[config.mk]
export PLATFORM = sky130hd
export DESIGN_NAME = dual_acc
export DESIGN_NICKNAME = d
export VERILOG_FILES = /design/src/rtl/dual_acc.sv
export SDC_FILE = /design/constraint.sdc
export NUM_CORES = 1
export LEC_CHECK = 0
export BUFFER_PORTS_ARGS = -buffer_cell sky130_fd_sc_hd__buf_4
export CAP_MARGIN = 10
export CORE_ASPECT_RATIO = 1.75
export CORE_UTILIZATION = 58
export DETAILED_ROUTE_END_ITERATION = 16
export PLACE_DENSITY = 0.8
export SYNTH_ARGS = -nofsm -noshare
export SYNTH_HDL_FRONTEND = slang
export SYNTH_SLANG_ARGS = --single-unit
[constraint.sdc]
create_clock -name clk -period 23.3 [get_ports clk]
set_input_delay 6.99 -clock clk [delete_from_list [all_inputs] [get_ports clk]]
set_output_delay 6.99 -clock clk [all_outputs]
set_load 0.01 [all_outputs]
[src/rtl/dual_acc.sv]
// dual_acc: dual-lane saturating dot-product accumulator with latency-aligned sideband and 2-entry result FIFO
module dual_acc #(
  parameter int MUL_LAT = 3,
  parameter int ACC_W = 24
) (
  input  logic clk,
  input  logic rstn,
  input  logic i_valid,
  input  logic i_first,
  input  logic i_last,
  input  logic [15:0] i_ac,
  input  logic [15:0] i_bc,
  output logic o_valid,
  input  logic o_ready,
  output logic [ACC_W-1:0] o_acc_a,
  output logic [ACC_W-1:0] o_acc_b,
  output logic o_sat,
  output logic o_busy,
  output logic o_ovf,
  output logic o_seq_err
);
  typedef enum logic {IDLE, ACC} state_t;
  localparam logic [ACC_W-1:0] acc_max = {1'b0, {(ACC_W-1){1'b1}}};
  localparam logic [ACC_W-1:0] acc_min = {1'b1, {(ACC_W-1){1'b0}}};
  state_t st, st_nx;
  logic [MUL_LAT-1:0] v_p, f_p, l_p;
  logic v_d, f_d, l_d, first, push, pop, wr, wp, rp;
  logic [1:0] cnt, lsat, lsat_nx, ovr, hold;
  logic [15:0] x [2];
  logic [ACC_W:0] sum [2];
  logic [ACC_W-1:0] acc [2];
  logic [ACC_W-1:0] acc_nx [2];
  logic [2*ACC_W:0] mem [2];
  assign v_d = v_p[MUL_LAT-1];
  assign f_d = f_p[MUL_LAT-1];
  assign l_d = l_p[MUL_LAT-1];
  always_ff @(posedge clk) begin
    if (!rstn) begin
      {v_p, f_p, l_p} <= '0;
    end else begin
      for (int k = MUL_LAT - 1; k > 0; k--) begin
        v_p[k] <= v_p[k-1];
        f_p[k] <= f_p[k-1];
        l_p[k] <= l_p[k-1];
      end
      v_p[0] <= i_valid;
      f_p[0] <= i_first & i_valid;
      l_p[0] <= i_last & i_valid;
    end
  end
  always_ff @(posedge clk) st <= !rstn ? IDLE : st_nx;
  always_comb st_nx = v_d ? (l_d ? IDLE : ACC) : st;
  always_comb o_busy = (st == ACC) | (|f_p) | (|l_p);
  always_comb begin
    first = f_d | (st == IDLE);
    x[0] = i_ac;
    x[1] = i_bc;
    for (int n = 0; n < 2; n++) begin
      sum[n] = (first ? '0 : {acc[n][ACC_W-1], acc[n]}) + {{(ACC_W-15){x[n][15]}}, x[n]};
      ovr[n] = sum[n][ACC_W] ^ sum[n][ACC_W-1];
      hold[n] = lsat[n] & ~first;
      acc_nx[n] = hold[n] ? acc[n] : ovr[n] ? (sum[n][ACC_W] ? acc_min : acc_max) : sum[n][ACC_W-1:0];
      lsat_nx[n] = hold[n] | ovr[n];
    end
  end
  always_ff @(posedge clk) begin
    if (!rstn) begin
      acc <= '{default: '0};
      lsat <= '0;
      o_seq_err <= 1'b0;
    end else if (v_d) begin
      acc <= acc_nx;
      lsat <= lsat_nx;
      if (f_d == (st == ACC)) o_seq_err <= 1'b1;
    end
  end
  assign push = v_d & l_d;
  assign pop = o_valid & o_ready;
  assign wr = push & (cnt != 2'd2 | pop);
  always_ff @(posedge clk) begin
    if (!rstn) begin
      wp <= 1'b0;
      rp <= 1'b0;
      cnt <= '0;
      o_ovf <= 1'b0;
    end else begin
      if (wr) begin
        mem[wp] <= {|lsat_nx, acc_nx[1], acc_nx[0]};
        wp <= ~wp;
      end
      if (pop) rp <= ~rp;
      cnt <= cnt + {1'b0, wr} - {1'b0, pop};
      if (push & ~wr) o_ovf <= 1'b1;
    end
  end
  always_comb begin
    o_valid = cnt != 2'd0;
    o_acc_a = o_valid ? mem[rp][ACC_W-1:0] : '0;
    o_acc_b = o_valid ? mem[rp][2*ACC_W-1:ACC_W] : '0;
    o_sat = o_valid & mem[rp][2*ACC_W];
  end
endmodule

==> flow_metrics.py, run 1 <==
metrics = {
    "sta": {
        "finalCriticalPeriod_ns": 9.93,
        "tns_ns": 0,
        "finalClockSkew_ns": 0.0116,
        "setup_viol": 0,
        "period_share_pct": 42.6,
        "rsz0062_at_grt": "false",
        "worst_pin_slew_ns": 0.926,
        "relSlewSlack_pct": 38.3,
        "slew_violations": 0,
        "finalHoldViolCount": 0,
        "max_freq_mhz": 101,
    },
    "synth": {
        "synth_compound_area_share_pct": 18.5,
        "synth-xor-area-share_pct": 3.19,
        "synth_seq_area_share_pct": 43.4,
        "synth_fa_ha_area_share_pct": 6.97,
        "yosysWarnings": 0,
        "synth-edff-count": 98,
        "syn_area_sq_um": 9870,
        "synthMuxAreaShare_pct": 5.07,
        "synth-simple-area-share_pct": 19.1,
        "synth_ff_type": "edfxtp_1",
        "syn_inst": 1054,
        "async_flop_share_pct": 0,
        "synth_top_family_by_area": "simple AND/OR/NAND/NOR gates",
        "synth_seq_cells": 165,
        "synth.distinct_cells": 69,
        "syn_nets": 1145,
        "avgSynthCellArea_sq_um": 9.37,
    },
    "status": {
        "status": "finished, final reports clean",
    },
    "die": {
        "num_rows": 62,
        "initial_core_util_pct": 59.7,
        "io_pins": 91,
        "dieArea_sq_um": 17600,
        "fp.dieW_microns": 101,
        "core_area_sq_um": 16500,
        "die_h_microns": 175,
    },
    "route": {
        "routed_via_density": 6.14,
        "first_pass_iters": 5,
        "avgRoutedWirePerCell_microns": 19.3,
        "routed_wl_mm": 26.1,
        "dr.first_iter.drc_count": 396,
        "vias": 8287,
        "ant_nets": 0,
        "drcViolationCount": 0,
    },
    "critical_path": {
        "path_class": "primary input to register",
        "endpoint_kind": "register",
        "critPathArrivalTime_ns": 10.29,
        "critical_path.max_fanout": 14,
        "start_kind": "primary input",
        "reg2reg_setup_slack_ns": 18.89,
        "reg2reg_depth": 13,
        "r2r_start": "st",
        "r2r-end": "acc[10]",
        "critPathRequiredTime_ns": 23.66,
    },
    "layout": {
        "area_growth_pct": 13.9,
        "drive_gt1_share_pct": 14.4,
        "nets": 1203,
        "regArea_sq_um": 4290,
        "n_fill_cell": 1294,
        "layout.cells.non_filler": 1349,
        "diodes": 0,
        "multi_input_area_sq_um": 5240,
    },
    "global_routing": {
        "grt_overflow_total": 0,
        "grtUsageTotal_pct": 30.9,
        "grt_pass1_wl_mm": 41.1,
        "antenna_found_initial": 0,
        "grt_max_degree": 61,
        "grt_pass1_vias": 8337,
    },
    "place": {
        "dpl.hpwl_mm": 18.4,
        "portBuffers": 90,
        "placed_cells": 1317,
        "gp_congestion": 0.965,
    },
    "min_path": {
        "holdPathStages": 1,
        "hp-start": "v_p[0]",
        "hold_path_end": "v_p[1]",
        "hold_path.class": "register to register",
    },
    "clocking": {
        "post-cts-setup-buffers": 0,
        "htreeDepth": 4,
        "cts_tree": "done",
        "clock_latency_ns": 0.44,
        "cts_sinks": 165,
        "cts_inserted_buffers": 17,
        "hold_buffers": 0,
        "ctsResizeCount": 0,
        "cts_buffer_depth": 2,
        "cts_root_buf": "clkbuf_16",
        "clk_pin_slew_ns": 0.07,
    },
    "power": {
        "p_leak_nw": 4.52,
        "p_total_mw": 0.727,
        "p_per_area_nw_per_um2": 64.7,
        "vdd_ir_drop_max_mv": 0.0394,
    },
    "job": {
        "drv_cap": 0,
    },
}
-- report_power, final --
part	internal [mW]	switching, mW	leakage (nW)
logic	0.0566	0.0774	2.80
clock network	0.153	0.124	0.291
registers	0.313	0.00313	1.43
total	0.523	0.204	4.52
-- Yosys cell counts (all sizes together) (4+ instances only) --
| cell | number | area [sq um] |
|---|---|---|
| buf | 21 | 129 |
| edfxtp | 98 | 2940 |
| a221o | 10 | 100 |
| o31ai | 5 | 51.3 |
| a21boi | 4 | 30.0 |
| nand2b | 6 | 37.5 |
| a21o | 18 | 135 |
| a21oi | 73 | 369 |
| or2 | 4 | 25.0 |
| ha | 51 | 638 |
| xnor2 | 20 | 175 |
| a41oi | 13 | 129 |
| o21ai | 79 | 395 |
| and3 | 9 | 56.3 |
| a2111oi | 4 | 53.8 |
| mux2i | 50 | 500 |
| o41ai | 5 | 51.3 |
| a211oi | 9 | 72.6 |
| a31oi | 17 | 125 |
| xor2 | 16 | 140 |
| dfxtp | 67 | 1340 |
| o211ai | 4 | 30.0 |
| nand3b | 7 | 52.6 |
| nand4 | 12 | 75.1 |
| nor3 | 10 | 50.1 |
| nor2b | 7 | 43.8 |
| nor2 | 92 | 345 |
| nand2 | 127 | 502 |
| inv | 22 | 82.6 |
| a221oi | 5 | 43.8 |
| o21a | 7 | 52.6 |
| clkbuf | 44 | 166 |
| nor3b | 6 | 45.0 |
| o21bai | 4 | 30.0 |
| or3 | 5 | 31.3 |
| nand3 | 31 | 168 |
| and2 | 64 | 400 |
| nor4 | 5 | 31.3 |
-- kinds of logic (layout without fill, tap and decap cells) --
family          after synthesis  in the layout
mux                          50             50
simple gates                387            387
flops                       165            165
xor+xnor                     36             36
compound gates              275            275
fa+ha+maj                    54             54
buf+inv                      87            158
-- how the worst max path moves through the flow --
| stage | start | endpoint | depth (start not counted) |
|---|---|---|---|
| after floorplan | rstn | mem[0][0] | 3 |
| after global placement | i_bc[15] | acc[11] | 11 |
| after detailed placement | i_bc[15] | acc[10] | 11 |
| after CTS | i_bc[10] | acc[10] | 11 |
| after global routing | i_bc[10] | acc[7] | 11 |
| final | i_bc[10] | acc[10] | 11 |
-- per-layer routing --
| metal | routed length, microns | part of all wire, % | track usage [%] |
|---|---|---|---|
| met5 | 0 | 0 | 0 |
| met4 | 1580 | 6.0 | 21.4 |
| met3 | 1330 | 5.1 | 4.64 |
| met2 | 14100 | 54 | 56.1 |
| met1 | 9120 | 35 | 31.8 |
-- cell type report --
cell class / count / area share [%]
multi-input cells: 802 / 46.6
flip-flops and latches: 165 / 38.1
repair buffers: 104 / 6.94
clock buffers: 18 / 3.91
well taps: 224 / 2.49
clock inverters: 14 / 1.25
inverters: 22 / 0.734
-- stage by stage --
step | utilization, % | hold slack, ns | instance area, sq um | setup WS [ns]
after floorplan | - | 0.412 | 9870 | 10.73
after global placement | 64.5 | 0.418 | 10700 | 13.11
after detailed placement | 64.5 | 0.420 | 10700 | 12.99
after CTS | 68.1 | 0.432 | 11200 | 13.42
after global routing | 68.1 | 0.448 | 11200 | 13.14
final | 68.1 | 0.430 | 11200 | 13.37
-- flip-flops by register name, summed over array words and instances, names as in the netlist, named ones only --
signal and cells:
mem 98, f_p 3, st 1, o_seq_err 1, v_p 3, lsat 2, o_ovf 1, wp 1
rp 1, l_p 3, cnt 2, acc 48
-- cells in the final DEF (no fill, tap or decap), types with 22 or more instances in the layout --
cell type / count
nor2_1: 91
dfxtp_1: 65
mux2i_1: 50
edfxtp_1: 98
and2_1: 64
nand3_1: 30
nand2_1: 119
inv_1: 22
a21oi_1: 72
ha_1: 51
o21ai_0: 75
buf_4: 104
-- worst max-delay path: stages --
cell and delay [ns]:
buf_4 0.11, ha_1 0.40, a21oi_1 0.17, o21ai_0 0.16, a211oi_1 0.50, a211oi_1 0.19, or2_0 0.40, a211oi_2 0.60
buf_4 0.37, nand2_1 0.14, a41oi_1 0.25
No activity file was read; power rests on OpenSTA's default activity.
==> inputs of run 2 (changes only) <==
==> constraint.sdc (replaced) <==
create_clock -name clk -period 9.4 [get_ports clk]
set_input_delay 2.82 -clock clk [delete_from_list [all_inputs] [get_ports clk]]
set_output_delay 2.82 -clock clk [all_outputs]
set_load 0.01 [all_outputs]
==> flow_metrics.py, run 2 (synthesis results as in run 1) <==
metrics = {
    "status": {
        "status": "finished, final reports clean",
    },
    "critical_path": {
        "r2r_start": "st",
        "path_class": "primary input to register",
        "critPathArrivalTime_ns": 6.07,
        "reg2reg_depth": 13,
        "start_kind": "primary input",
        "endpoint_kind": "register",
        "critPathLaunch": "i_bc[10]",
        "critical_path.max_fanout": 14,
        "critPathRequiredTime_ns": 9.76,
    },
    "die": {
        "initial_core_util_pct": 59.7,
        "core_area_sq_um": 16500,
        "io_pins": 91,
        "num_rows": 62,
        "dieArea_sq_um": 17600,
        "die_h_microns": 175,
        "fp.dieW_microns": 101,
    },
    "route": {
        "routed.top_layer": "met4",
        "dr.first_iter.drc_count": 449,
        "routed_via_density": 6.17,
        "met1Wirelength_mm": 9.10,
        "drcViolationCount": 0,
        "vias": 8326,
        "ant_nets": 0,
        "routed_wl_mm": 26.1,
        "avgRoutedWirePerCell_microns": 19.4,
        "first_pass_iters": 5,
        "route.met3.wl_mm": 1.23,
        "route.met2.wl_mm": 14.4,
    },
    "clocking": {
        "cts_inserted_buffers": 17,
        "cts_root_buf": "clkbuf_16",
        "htreeDepth": 4,
        "cts_buffer_depth": 2,
        "cts_sinks": 165,
        "hold_buffers": 0,
        "cts_tree": "done",
        "clk_pin_slew_ns": 0.07,
        "post-cts-setup-buffers": 0,
        "ctsResizeCount": 0,
        "clock_latency_ns": 0.44,
    },
    "layout": {
        "largest_reg_flops": 98,
        "final_cell_mix": "nand2_1 (119), buf_4 (104), edfxtp_1 (98)",
        "finish.utilization_pct": 68.4,
        "nets": 1203,
        "largestRegisters": "mem x98, acc x48",
        "area_growth_pct": 14.6,
        "final_common_cell": "nand2_1",
        "drive_gt1_share_pct": 14.3,
        "n_fill_cell": 1322,
        "regMostFlops": "mem",
        "diodes": 0,
    },
    "power": {
        "clkPwrFrac_pct": 40.6,
        "p_int_mw": 1.37,
        "p_per_area_nw_per_um2": 166,
        "pwr-share-comb_pct": 17.6,
        "vdd_ir_drop_max_mv": 0.116,
        "switchingPower_mw": 0.504,
        "p_leak_nw": 4.54,
        "seq_power_share_pct": 41.9,
        "netSwitchingFraction_pct": 26.9,
    },
    "sta": {
        "slew_violations": 0,
        "finalHoldViolCount": 0,
        "hold_slack_ns": 0.438,
        "finalCriticalPeriod_ns": 5.71,
        "relSlewSlack_pct": 40.7,
        "rsz0062_at_grt": "false",
        "period_share_pct": 60.8,
        "worst_pin_slew_ns": 0.867,
        "setup_slack_ns": 3.69,
        "max_freq_mhz": 175,
        "finalClockSkew_ns": 0.0130,
        "tns_ns": 0,
        "setup_viol": 0,
    },
    "global_routing": {
        "grtUsageTotal_pct": 30.4,
        "grt_max_degree": 61,
        "grt_pass1_vias": 8232,
        "grt_pass1_wl_mm": 40.5,
        "antenna_found_initial": 0,
        "grt_overflow_total": 0,
    },
    "place": {
        "gp_congestion": 0.989,
        "portBuffers": 90,
        "dpl_worst_slack_ns": 3.25,
        "dpl.hpwl_mm": 18.7,
    },
    "min_path": {
        "hp-start": "v_p[0]",
        "hold_path.class": "register to register",
        "holdPathStages": 1,
    },
    "job": {
        "drv_cap": 0,
    },
}
-- run 2: layout make-up --
| cell class | instances | area [sq um] | area share, % |
|---|---|---|---|
| repair buffers | 104 | 781 | 6.90 |
| flip-flops and latches | 165 | 4290 | 37.9 |
| well taps | 224 | 280 | 2.48 |
| multi-input cells | 802 | 5240 | 46.3 |
| inverters | 22 | 82.6 | 0.730 |
| clock buffers | 18 | 429 | 3.80 |
| clock inverters | 14 | 213 | 1.88 |
-- run 2: power by group through the flow --
stage | sequential (mW) | combinational (mW) | clock (mW)
detailed placement | 0.800 | 0.330 | 0
floorplan | 0.797 | 0.195 | 0
global route | 0.786 | 0.355 | 0.794
CTS | 0.785 | 0.330 | 0.762
finish | 0.785 | 0.330 | 0.760
global placement | 0.800 | 0.325 | 0
-- run 2: final timing paths --
check	endpoint	slack [ns]
worst max-delay path	acc[9]	3.69
worst min-delay path	v_p[1]	0.44
worst max register to register	acc[9]	5.01
worst min register to register	v_p[1]	0.44
-- run 2: critical path, stage by stage --
cell	delay, ns
buf_4	0.11
ha_1	0.40
a21oi_1	0.17
o21ai_0	0.15
a211oi_1	0.52
a211oi_1	0.19
or2_0	0.40
a211oi_2	0.57
buf_4	0.35
nand3b_1	0.15
a41oi_1	0.22
-- run 2: routing by layer --
metal | track usage, % | vias up
met2 | 57.5 | 316
met3 | 4.76 | 94
met4 | 19.1 | 0
met1 | 29.8 | 3946
met5 | 0 | -
li1 | - | 3970
-- run 2: stage by stage --
stage               instance area, sq um  std cells  power [mW]
floorplan                           9870       1054       0.992
global placement                   10700       1317        1.13
detailed placement                 10700       1317        1.13
CTS                                11300       1349        1.88
global route                       11300       1349        1.93
finish                             11300       1349        1.87
==> inputs of run 3 (changes only) <==
--- a/config.mk
+++ b/config.mk
@@ -8,7 +8,7 @@
 export BUFFER_PORTS_ARGS = -buffer_cell sky130_fd_sc_hd__buf_4
 export CAP_MARGIN = 10
 export CORE_ASPECT_RATIO = 1.75
-export CORE_UTILIZATION = 58
+export CORE_UTILIZATION = 55
 export DETAILED_ROUTE_END_ITERATION = 16
 export PLACE_DENSITY = 0.8
 export SYNTH_ARGS = -nofsm -noshare
==> constraint.sdc (replaced) <==
create_clock -name clk -period 4.9 [get_ports clk]
set_input_delay 1.47 -clock clk [delete_from_list [all_inputs] [get_ports clk]]
set_output_delay 1.47 -clock clk [all_outputs]
set_load 0.01 [all_outputs]
==> flow_metrics.py, run 3 (synthesis results as in run 1) <==
metrics = {
    "clocking": {
        "ctsResizeCount": 0,
        "htreeDepth": 4,
        "cts_tree": "done",
        "post-cts-setup-buffers": 0,
        "cts_inserted_buffers": 17,
        "cts_buffer_depth": 2,
        "clk_pin_slew_ns": 0.07,
        "hold_buffers": 0,
        "clock_latency_ns": 0.44,
        "cts_root_buf": "clkbuf_16",
        "cts_sinks": 165,
    },
    "route": {
        "route.met3.wl_mm": 1.05,
        "vias": 8313,
        "first_pass_iters": 5,
        "routed_wl_mm": 24.8,
        "ant_nets": 0,
        "met1Wirelength_mm": 8.84,
        "routed_via_density": 6.09,
        "dr.first_iter.drc_count": 444,
        "route.met2.wl_mm": 13.7,
        "drcViolationCount": 0,
        "routed.top_layer": "met4",
        "avgRoutedWirePerCell_microns": 18.2,
    },
    "die": {
        "fp.dieW_microns": 103,
        "core_area_sq_um": 17500,
        "io_pins": 91,
        "initial_core_util_pct": 56.3,
        "dieArea_sq_um": 18500,
        "num_rows": 64,
        "die_h_microns": 179,
    },
    "power": {
        "p_leak_nw": 4.59,
        "p_per_area_nw_per_um2": 304,
        "pwr-share-comb_pct": 17.9,
        "seq_power_share_pct": 44.0,
        "netSwitchingFraction_pct": 27.4,
        "p_int_mw": 2.52,
        "vdd_ir_drop_max_mv": 0.273,
        "switchingPower_mw": 0.952,
        "clkPwrFrac_pct": 38.1,
    },
    "min_path": {
        "hold_path_end": "v_p[2]",
        "hold_path.class": "register to register",
        "hp-start": "v_p[1]",
        "holdPathStages": 1,
    },
    "global_routing": {
        "grt_max_degree": 61,
        "grt_overflow_total": 0,
        "grtUsageTotal_pct": 28.4,
        "antenna_found_initial": 0,
        "grt_pass1_wl_mm": 39.3,
        "grt_pass1_vias": 8012,
    },
    "critical_path": {
        "critPathRequiredTime_ns": 5.18,
        "r2r-end": "mem[1][37]",
        "r2r_start": "st",
        "crit_path_frequent_cell": "a31oi_2",
        "reg2reg_depth": 15,
        "max_stage_delay_ns": 0.42,
        "start_kind": "primary input",
        "endpoint_kind": "register",
        "crit_chain": "buf_4 > ha_1 > inv_1 > fa_1 > nand2b_1 > a21o_1 > a211o_1 > a31oi_2 > a31oi_2 > o31ai_4 > nand2_2 > buf_12 > nand3_1",
        "cp.buffers_inverters": 3,
        "reg2reg_setup_slack_ns": 0.79,
        "cp_top_family": "compound AO/OA/AOI/OAI gates",
        "critPathArrivalTime_ns": 4.52,
        "critical_path.max_fanout": 26,
        "path_class": "primary input to register",
        "slowest_stage": "fa_1",
    },
    "layout": {
        "largestRegisters": "mem x98, acc x48",
        "largest_reg_flops": 98,
        "n_fill_cell": 1420,
        "diodes": 0,
        "drive_gt1_share_pct": 15.1,
        "area_growth_pct": 15.5,
        "nets": 1213,
        "final_common_cell": "nand2_1",
        "final_cell_mix": "nand2_1 (119), buf_4 (110), edfxtp_1 (98)",
        "regMostFlops": "mem",
    },
    "job": {
        "drv_cap": 0,
    },
    "sta": {
        "max_freq_mhz": 236,
        "slew_violations": 0,
        "tns_ns": 0,
        "finalCriticalPeriod_ns": 4.25,
        "relSlewSlack_pct": 34.3,
        "worst_pin_slew_ns": 0.985,
        "setup_viol": 0,
        "period_share_pct": 86.6,
        "finalClockSkew_ns": 0.0149,
        "hold_slack_ns": 0.429,
        "finalHoldViolCount": 0,
        "rsz0062_at_grt": "false",
    },
    "place": {
        "portBuffers": 90,
        "dpl.hpwl_mm": 18.1,
        "gp_congestion": 0.989,
    },
    "status": {
        "status": "finished, final reports clean",
    },
}
run 3: changes by cell type in the layout (fill, tap and decap cells not counted), sizes merged:
cell    change
buf        +10
clkbuf      +1
bufinv      -3
inv         -1
clkinv      +3
run 3: power by group through the flow:
stage | Clock, mW | Combinational [mW] | Sequential, mW
after CTS | 1.33 | 0.614 | 1.53
final | 1.32 | 0.623 | 1.53
after global routing | 1.39 | 0.688 | 1.53
after detailed placement | 0 | 0.613 | 1.56
after global placement | 0 | 0.602 | 1.56
after floorplan | 0 | 0.374 | 1.53
run 3: worst max path at each step:
stage	slack [ns]	endpoint	depth (start not counted)	startpoint
after floorplan	0.86	mem[0][27]	12	i_bc[0]
after global placement	0.26	acc[1]	13	i_bc[0]
after detailed placement	0.26	acc[1]	13	i_bc[0]
after CTS	0.68	acc[11]	13	i_bc[0]
after global routing	0.55	acc[27]	11	i_ac[4]
final	0.65	mem[1][37]	13	i_bc[0]
run 3: stage by stage:
step           power, mW  utilization [%]  instance area, sq um  setup WS (ns)  std cells
2_1_floorplan       1.90                -                  9890          0.858       1054
3_3_place_gp        2.16             61.5                 10800          0.262       1333
3_5_place_dp        2.17             61.5                 10800          0.262       1333
4_1_cts             3.47             64.9                 11400          0.681       1365
5_1_grt             3.61             65.0                 11400          0.555       1366
6_report            3.47             65.0                 11400          0.654       1366
run 3: routing by layer:
layer  vias up  track usage (%)
li1       3977                -
met1      3944             28.5
met2       297             52.6
met3        95             4.99
met4         0             18.3
met5         -                0
run 3: area by class of cell:
| class | count | area, sq um | share of cell area (%) |
|---|---|---|---|
| clock buffers | 19 | 453 | 3.97 |
| multi-input cells | 802 | 5240 | 46.0 |
| well taps | 231 | 289 | 2.54 |
| repair buffers | 114 | 906 | 7.95 |
| flip-flops and latches | 165 | 4290 | 37.6 |
| inverters | 22 | 82.6 | 0.724 |
| clock inverters | 13 | 140 | 1.23 |
